$ cat config.mk
export PLATFORM = sky130hd
export DESIGN_NAME = spindle_contactor_monitor
export DESIGN_NICKNAME = d
export VERILOG_FILES = /design/src/rtl/lathe_pkg.sv /design/src/rtl/fb_debounce.sv /design/src/rtl/spindle_contactor_monitor.sv
export SDC_FILE = /design/constraint.sdc
export NUM_CORES = 1
export LEC_CHECK = 0
export ABC_AREA = 1
export ABC_CLOCK_PERIOD_IN_PS = 2200
export CORE_MARGIN = 4
export CORE_UTILIZATION = 55
export CTS_CLUSTER_SIZE = 10
export DETAILED_ROUTE_END_ITERATION = 10
export HOLD_SLACK_MARGIN = 0.15
export PLACE_DENSITY = 0.69
export SLEW_MARGIN = 10
export SYNTH_ARGS = -nofsm -noshare
export SYNTH_HDL_FRONTEND = slang
export SYNTH_SLANG_ARGS = --single-unit
export TNS_END_PERCENT = 50
$ cat constraint.sdc
create_clock -name clk -period 2.2 [get_ports clk]
set_input_delay 0.44 -clock clk [delete_from_list [all_inputs] [get_ports clk]]
set_output_delay 0.44 -clock clk [all_outputs]
set_load 0.01 [all_outputs]
$ cat src/rtl/lathe_pkg.sv
// lathe_pkg: shared state encoding and fault codes for the lathe spindle control path
package lathe_pkg;
  typedef enum logic [2:0] {IDLE, STARTING, RUNNING, STOPPING, FAULT} state_e;
  typedef enum logic [1:0] {
    FLT_NONE     = 2'b00,
    FLT_START_TO = 2'b01,
    FLT_FB_LOST  = 2'b10,
    FLT_FB_STUCK = 2'b11
  } fault_e;
endpackage

$ cat src/rtl/fb_debounce.sv
// fb_debounce: two-flop synchroniser plus stable-count debounce of the contactor aux contact
module fb_debounce #(
  parameter int DEBOUNCE_CYC = 2_500_000
) (
  input  logic clk,
  input  logic reset,
  input  logic fb_raw,
  output logic fb_db
);
  localparam int CW = $clog2(DEBOUNCE_CYC);
  logic s1, fb_s;
  logic [CW-1:0] cnt;
  always_ff @(posedge clk) begin
    if (reset) begin
      s1    <= 1'b0;
      fb_s  <= 1'b0;
      fb_db <= 1'b0;
      cnt   <= '0;
    end else begin
      s1   <= fb_raw;
      fb_s <= s1;
      if (fb_s == fb_db) cnt <= '0;
      else if (cnt == CW'(DEBOUNCE_CYC - 1)) begin
        fb_db <= fb_s;
        cnt   <= '0;
      end else cnt <= cnt + CW'(1);
    end
  end
endmodule

$ cat src/rtl/spindle_contactor_monitor.sv
// spindle_contactor_monitor: drives spindle contactor/brake and proves the run via aux feedback
module spindle_contactor_monitor
  import lathe_pkg::*;
#(
  parameter int DEBOUNCE_CYC  = 2_500_000,
  parameter int START_TIMEOUT = 25_000_000,
  parameter int BRAKE_CYC     = 100_000_000
) (
  input  logic       clk,
  input  logic       reset,
  input  logic       cmd_run,
  input  logic       fb_raw,
  input  logic       fault_clr,
  output logic       contactor,
  output logic       brake,
  output logic       running,
  output logic       fault,
  output logic [1:0] fault_code
);
  localparam int TMAX = (START_TIMEOUT > BRAKE_CYC) ? START_TIMEOUT : BRAKE_CYC;
  localparam int TW   = $clog2(TMAX + 1);
  state_e state_q, state_d;
  fault_e code_q, code_d;
  logic [TW-1:0] timer;
  logic fb_db, start_exp, brake_exp;
  fb_debounce #(.DEBOUNCE_CYC(DEBOUNCE_CYC)) u_fb (
    .clk(clk), .reset(reset), .fb_raw(fb_raw), .fb_db(fb_db)
  );
  assign start_exp  = timer == TW'(START_TIMEOUT - 1);
  assign brake_exp  = timer == TW'(BRAKE_CYC - 1);
  assign fault_code = code_q;
  always_comb begin
    state_d = state_q;
    code_d  = code_q;
    case (state_q)
      IDLE:
        if (fb_db) begin
          state_d = FAULT;
          code_d  = FLT_FB_STUCK;
        end else if (cmd_run) state_d = STARTING;
      STARTING:
        if (!cmd_run) state_d = STOPPING;
        else if (fb_db) state_d = RUNNING;
        else if (start_exp) begin
          state_d = FAULT;
          code_d  = FLT_START_TO;
        end
      RUNNING:
        if (!fb_db) begin
          state_d = FAULT;
          code_d  = FLT_FB_LOST;
        end else if (!cmd_run) state_d = STOPPING;
      STOPPING:
        if (brake_exp) begin
          state_d = fb_db ? FAULT : IDLE;
          code_d  = fb_db ? FLT_FB_STUCK : code_q;
        end
      FAULT:
        if (fault_clr && !cmd_run && !fb_db) begin
          state_d = IDLE;
          code_d  = FLT_NONE;
        end
      default: state_d = IDLE;
    endcase
  end
  // outputs decode the next state so they change on the same edge as the state
  always_ff @(posedge clk) begin
    if (reset) begin
      state_q   <= IDLE;
      code_q    <= FLT_NONE;
      timer     <= '0;
      contactor <= 1'b0;
      brake     <= 1'b0;
      running   <= 1'b0;
      fault     <= 1'b0;
    end else begin
      state_q   <= state_d;
      code_q    <= code_d;
      timer     <= (state_d != state_q) ? '0 : timer + TW'(1);
      contactor <= (state_d == STARTING) || (state_d == RUNNING);
      brake     <= (state_d == STOPPING) || (state_d == FAULT);
      running   <= state_d == RUNNING;
      fault     <= state_d == FAULT;
    end
  end
endmodule

==> summary.txt, run 1 <==
STA
  • Worst slew pin tran: 0.406 ns
  • Clock skew: ~0.0062 ns
  • Post-route minimum period: 2.00 ns
  • Final Max Slew Viols: 0
  • Setup ws final: 0.195 ns
  • Max-slew headroom: between 70% and 80%
  • Setup_tns: 0 ns
  • Fmax: ~500 MHz
  • Final Hold Vio Count: 0
  • # setup viols final: 0
  • Fin crit share: around nine tenths
  • RSZ-0062 raised after global routing: no

Layout
  • Layout fillers: 562
  • Final cell count without fillers: 582
  • Area grow syn2layout: 10.2%
  • Design Area, Final: 3830 um2
  • Commonest non-fill, non-tap cell in the layout: nand2_1
  • Final Net Count: 510
  • Final design utilization: 63.5%
  • Fraction of layout cells with a size suffix above 1: 14.0%
  • Diode count: 0
  • Most frequent cells in the layout: nand2_1 (96), nor2_1 (78), inv_1 (71)

Synth
  • Post-synth top area cell: dfxtp_1
  • Synth warnings: 0
  • Post-synth top area share: 35.1%
  • Top cells by area, synth: dfxtp_1 (35%), nand2_1 (10%), nor2_1 (8.4%), inv_1 (7.7%), nor2_4 (7.1%)
  • Flops & latches, synth: 61
  • Synth Net Count: a little under 500
  • Mapped Area: about 3500 um2
  • Cell count after synthesis: 483
  • Avg Cell Area, Syn: 7.19 um2
  • Sequential fraction of the synthesis area: 35.1%
  • Netlist cell types: 32

CTS
  • CTS root buffer: clkbuf_8
  • H-Tree Depth: 3
  • Post-CTS Setup Bufs: 0
  • Clock Path Buffers: 2
  • Hold buffers post-CTS: 0
  • Post-CTS resize count: 0
  • CTS tree: yes
  • Clock Sinks: 61
  • Clock Pin Slew Worst Setup and Hold Paths: roughly 0.07 ns
  • Clk_lat worst skew: 0.34 ns
  • Total CTS buffers: 9

Critical path
  • Setup crit end: timer[16]
  • CP delay by family, top: simple AND/OR/NAND/NOR gates
  • RR Endpoint: timer[16]
  • Worst Setup End Kind: flip-flop
  • Reg2Reg Depth: 13
  • Setup CP Type: reg -> reg
  • Worst setup startpoint: timer[1]
  • Max incr delay on CP: approximately 0.37 ns
  • Slowest cell on crit path: dfxtp_1
  • R2R setup slack: 0.20 ns
  • WP data arrival: 2.22 ns
  • Worst-path fanout max: 27
  • Cell breakdown of the critical path: ha_1 > inv_1 > nor2_8 > nand3_1 > nor2_1 > nand3_1 > nand2_1 > nand2_1 > o21ai_2 > nor2_2 > nand2_4 > buf_12 > nor2_1
  • Req. time, crit path: approximately 2.4 ns
  • R2R Path Start: timer[1]
  • Crit path launch type: flip-flop
  • Crit. path cell count: 13
  • Buf/Inv on CP: 2

Die
  • Die footprint: about 7700 um2
  • Initial core utilization: 57.7%
  • Core ar.: between 6000 and 7000 um2
  • FP Rows: 28
  • Die Ht: 87.5 um
  • Num ports: 11
  • Die width: around 87 um

Placement
  • Dpl cell area: 3660 um2
  • Post-Place Setup Slack: 0.0622 ns
  • Placed cells: 567
  • Post-detail-place hpwl: 5.16 mm
  • Port Buffers: 10
  • Placer Congestion: around 0.87

Global route
  • First-pass GRT wire length: 12.3 mm
  • Gr ovfl total: 0
  • Largest net degree at the start of global routing: 28
  • GRT Total Usage: 20.4%
  • Vias in the first global route: 2,814
  • Initial antenna violation count: 0

Drt
  • Avg WL per Cell: 11.7 um
  • Routed via count: 2,937
  • Post-route DRC: 0
  • Final ANT Viol Nets: 0
  • Via/cell ratio: slightly above 5
  • Final WL: 6.80 mm
  • DR iter-0 viols: 153
  • TritonRoute pass-1 iters: 5

Pwr
  • Peak supply drop: 0.499 mV
  • Seq pwr share: between 50% and 60%
  • Clock Power Share: 37.3%
  • P_leak: 1.41 nW
  • Combinational power share: between 10% and 20%
  • Net Sw Frac: between 20% and 30%
  • Power Internal: between 1.5 and 2 mW
  • P_sw: 629 uW
  • Power Density: 598 nW/um2

Status
  • Outcome: finished, final reports clean

Job
  • Number of max-cap violations: 0

Hold path
  • Min-Delay Path Class: reg -> reg
  • Hold Startpoint: u_fb.s1
-- worst min-delay path by stage --
stage	endpoint	slack, ns	cells after the start
3_5_place_dp	u_fb.fb_s	0.41	2
3_3_place_gp	u_fb.fb_s	0.40	2
2_1_floorplan	u_fb.fb_s	0.39	2
6_report	u_fb.fb_s	0.42	2
4_1_cts	u_fb.fb_s	0.42	2
5_1_grt	u_fb.fb_s	0.45	2
-- area by class of cell --
cell class / count / area (um2) / share of cell area (%)
sequential: 61 / 1220 / 31.9
clock buffer: 10 / 138 / 3.60
inverter: 73 / 274 / 7.16
clock inverter: 5 / 27.5 / 0.719
multi-input combinational: 342 / 1920 / 50.0
timing repair buffer: 16 / 158 / 4.12
tap: 75 / 93.8 / 2.45
-- metrics by stage --
step	hold slack, ns	total power [mW]
final	0.423	2.29
after global routing	0.445	2.41
after CTS	0.418	2.32
after detailed placement	0.406	1.46
after global placement	0.397	1.46
after floorplan	0.388	1.40
-- metal layers --
layer | vias up | routed length, um | part of all wire (%) | GRT usage [%]
met4 | 0 | 161 | 2.4 | 8.79
met2 | 66 | 3050 | 45 | 31.8
li1 | 1547 | - | - | -
met1 | 1308 | 3280 | 48 | 26.8
met5 | - | 0 | 0 | 0
met3 | 16 | 308 | 4.5 | 4.45
-- worst reg2reg max path, cell delays in order, from the launching register on --
cell     delay [ns]
dfxtp_1        0.37
ha_1           0.20
inv_1          0.12
nor2_8         0.18
nand3_1        0.08
nor2_1         0.15
nand3_1        0.08
nand2_1        0.09
nand2_1        0.08
o21ai_2        0.07
nor2_2         0.06
nand2_4        0.06
buf_12         0.25
nor2_1         0.10
-- synthesized netlist by cell type --
cell type  count
nand3_4        1
a21oi_2        1
nand3_2        3
nand2_1       96
a21oi_1       15
nor3_1        19
buf_12         2
xor2_1        24
nor3_2         2
ha_1           2
nor2_8         1
nor3b_1        4
dfxtp_1       61
nor2_2         5
clkbuf_1       1
nor2_4        22
nand4_1       15
and2_1         1
xnor2_1       10
and3_1         1
or2_2          3
buf_2          4
a31oi_1        1
o21ai_2        2
nor4_1         4
nor2_1        78
nand3_1       23
inv_1         71
inv_2          2
nand2_2        4
o21ai_0        1
nand2_4        4
-- sequential cells by signal (all words and copies together), names as in the netlist --
name,cells
brake,1
contactor,1
fault,1
fault_code,2
running,1
state_q,3
timer,27
u_fb.cnt,22
u_fb.fb_db,1
u_fb.fb_s,1
u_fb.s1,1
-- cells by family (layout without fill, tap and decap cells) --
| logic type | after synthesis | count (layout) | share of synthesized area (%) |
|---|---|---|---|
| simple gates | 286 | 286 | 42.6 |
| buf+inv | 80 | 104 | 9.72 |
| flops | 61 | 61 | 35.1 |
| xor+xnor | 34 | 34 | 8.57 |
| compound gates | 20 | 20 | 3.24 |
| fa+ha+maj | 2 | 2 | 0.720 |
-- power by group through the flow --
stage | Sequential, mW | Combinational [mW] | Clock [mW]
6_report | 1.15 | 0.288 | 0.855
5_1_grt | 1.15 | 0.319 | 0.944
4_1_cts | 1.15 | 0.290 | 0.887
3_5_place_dp | 1.17 | 0.289 | 0
3_3_place_gp | 1.17 | 0.284 | 0
2_1_floorplan | 1.18 | 0.218 | 0
Power figures use the tool's default switching activity.
==> run 2, diff against run 1 <==
--- a/config.mk
+++ b/config.mk
@@ -7,12 +7,13 @@
 export LEC_CHECK = 0
 export ABC_AREA = 1
 export ABC_CLOCK_PERIOD_IN_PS = 2200
-export CORE_MARGIN = 4
+export CORE_MARGIN = 5
 export CORE_UTILIZATION = 55
 export CTS_CLUSTER_SIZE = 10
 export DETAILED_ROUTE_END_ITERATION = 10
 export HOLD_SLACK_MARGIN = 0.15
 export PLACE_DENSITY = 0.69
+export RECOVER_POWER = 25
 export SLEW_MARGIN = 10
 export SYNTH_ARGS = -nofsm -noshare
 export SYNTH_HDL_FRONTEND = slang
==> run 2 against run 1 <==
Register-to-register slack better by 0.04 ns. Flip-flop and latch count did not move. Utilization down 0.69 points. First-iteration DRC count fell by 27%. Setup slack improved by 0.040 ns. Wire length is 5.4% higher.
==> summary.txt, run 2 (synthesis gave the netlist of run 1 again) <==
Critical path
  • Crit path launch type: flip-flop
  • Cell breakdown of the critical path: ha_1 > inv_1 > nor2_8 > nand4_1 > nor2_1 > nand2_1 > nand3_1 > nand3_4 > nand2_4 > nand2_4 > buf_12 > nor2_4
  • Req. time, crit path: 2.49 ns
  • R2R Path Start: timer[1]
  • Worst-path fanout max: 9
  • Worst Setup End Kind: flip-flop
  • R2R setup slack: 0.24 ns
  • Buf/Inv on CP: 2
  • Crit-path most repeated cell: nand2_4
  • Max incr delay on CP: 0.36 ns
  • CP delay by family, top: simple AND/OR/NAND/NOR gates
  • Setup CP Type: reg -> reg
  • WP data arrival: roughly 2.3 ns
  • Worst setup startpoint: timer[1]
  • Slowest cell on crit path: dfxtp_1

STA
  • Max-slew headroom: between 70 and 80%
  • Hold Worst Slack: 0.416 ns
  • Worst slew pin tran: 0.420 ns
  • # setup viols final: 0
  • Final Max Slew Viols: 0
  • Setup_tns: 0 ns
  • Final Hold Vio Count: 0
  • Fin crit share: approximately nine tenths
  • Fmax: a little over 500 MHz
  • Post-route minimum period: around 2.0 ns
  • Clock skew: 0.0108 ns
  • RSZ-0062 raised after global routing: no

Die
  • FP Rows: 29
  • Core ar.: 6240 um2
  • Num ports: 11
  • Die footprint: ~8000 um2
  • Die Ht: between 80 and 90 um
  • Die width: roughly 90 um
  • Initial core utilization: 55.7%

Drt
  • Routed via count: 2,920
  • Via/cell ratio: around 5
  • TritonRoute pass-1 iters: 4
  • Final ANT Viol Nets: 0
  • Avg WL per Cell: 12.3 um
  • Post-route DRC: 0
  • Final WL: between 7 and 8 mm
  • DR iter-0 viols: 112

Pwr
  • P_leak: 1.46 nW
  • Power Density: 685 nW/um2
  • Design Power: between 2 and 3 mW
  • Peak supply drop: approximately 0.57 mV

Layout
  • Max reg flops: 27
  • Largest registers: timer x27, u_fb.cnt x22, state_q x3
  • Commonest non-fill, non-tap cell in the layout: nand2_1
  • Final design utilization: between 60% and 70%
  • Area grow syn2layout: 12.9%
  • Final Net Count: 510
  • Layout fillers: 575
  • Design Area, Final: 3920 um2
  • Largest register by flop count: timer
  • Most frequent cells in the layout: nand2_1 (96), nor2_1 (78), inv_1 (71)
  • Fraction of layout cells with a size suffix above 1: 13.4%
  • Diode count: 0

CTS
  • Post-CTS resize count: 0
  • Hold buffers post-CTS: 0
  • Clock Sinks: 61
  • Total CTS buffers: 9
  • CTS tree: yes
  • Clock Pin Slew Worst Setup and Hold Paths: 0.07 ns
  • H-Tree Depth: 3
  • Clk_lat worst skew: 0.36 ns
  • CTS root buffer: clkbuf_8
  • Clock Path Buffers: 2
  • Post-CTS Setup Bufs: 0

Global route
  • Largest net degree at the start of global routing: 23
  • Gr ovfl total: 0
  • Initial antenna violation count: 0
  • GRT Total Usage: 20.3%
  • Vias in the first global route: between 2,000 and 3,000
  • First-pass GRT wire length: 12.5 mm

Job
  • Number of max-cap violations: 0

Placement
  • Placer Congestion: ~0.94
  • Post-detail-place hpwl: 5.43 mm
  • Dpl cell area: 3690 um2
  • Port Buffers: 10

Status
  • Outcome: finished, final reports clean

Hold path
  • Hold Startpoint: u_fb.s1
  • Min-Delay Path Class: reg -> reg
run 2: cell count changes in the layout (fill, tap and decap cells not counted), sizes merged, moves of 3 or more:
cell           previous run  this run
bufinv                    0         3
clkbuf                   10        13
clkdlybuf4s50            10         3
clkinv                    4         1
dlygate4sd3               0         7
run 2: worst paths after layout:
kind / endpoint / cells after the start
min reg2reg: u_fb.fb_s / 2
max: timer[19] / 12
min: u_fb.fb_s / 2
max reg2reg: timer[19] / 12
run 2: final cells by class:
| cell class | count | area (um2) | area share (%) |
|---|---|---|---|
| inverter | 73 | 274 | 6.99 |
| clock buffer | 12 | 145 | 3.70 |
| clock inverter | 4 | 95.1 | 2.43 |
| multi-input combinational | 342 | 1910 | 48.7 |
| tap | 77 | 96.3 | 2.46 |
| sequential | 61 | 1220 | 31.1 |
| timing repair buffer | 16 | 179 | 4.56 |
run 2: through the flow:
stage,worst slack [ns],instances
global route,0.0580,585
global placement,0.138,569
finish,0.236,585
CTS,0.272,585
detailed placement,0.0784,569
floorplan,0.385,483
run 2: layer usage:
layer / up-vias / share of wire (%) / GRT usage [%] / wire [um]
met1: 1309 / 46 / 24.3 / 3280
met4: 0 / 2.9 / 10.3 / 206
met3: 18 / 3.8 / 6.36 / 271
met5: - / 0 / 0 / 0
met2: 53 / 48 / 32.5 / 3410
li1: 1540 / - / - / -
run 2: where the power goes:
| group | internal [mW] | leakage [nW] | switching, mW |
|---|---|---|---|
| clock network | 0.783 | 0.121 | 0.447 |
| registers | 1.13 | 0.493 | 0.0160 |
| logic | 0.122 | 0.847 | 0.185 |
run 2: worst register-to-register path, stage by stage (launching register included):
cell	delay, ns
dfxtp_1	0.36
ha_1	0.19
inv_1	0.11
nor2_8	0.17
nand4_1	0.10
nor2_1	0.11
nand2_1	0.10
nand3_1	0.18
nand3_4	0.12
nand2_4	0.08
nand2_4	0.11
buf_12	0.19
nor2_4	0.08
==> run 3, diff against run 2 <==
--- a/config.mk
+++ b/config.mk
@@ -7,6 +7,7 @@
 export LEC_CHECK = 0
 export ABC_AREA = 1
 export ABC_CLOCK_PERIOD_IN_PS = 2200
+export CAP_MARGIN = 20
 export CORE_MARGIN = 5
 export CORE_UTILIZATION = 55
 export CTS_CLUSTER_SIZE = 10
==> results of run 3 <==
Same layout as run 2: the final DEF is identical, and so are final timing and power.
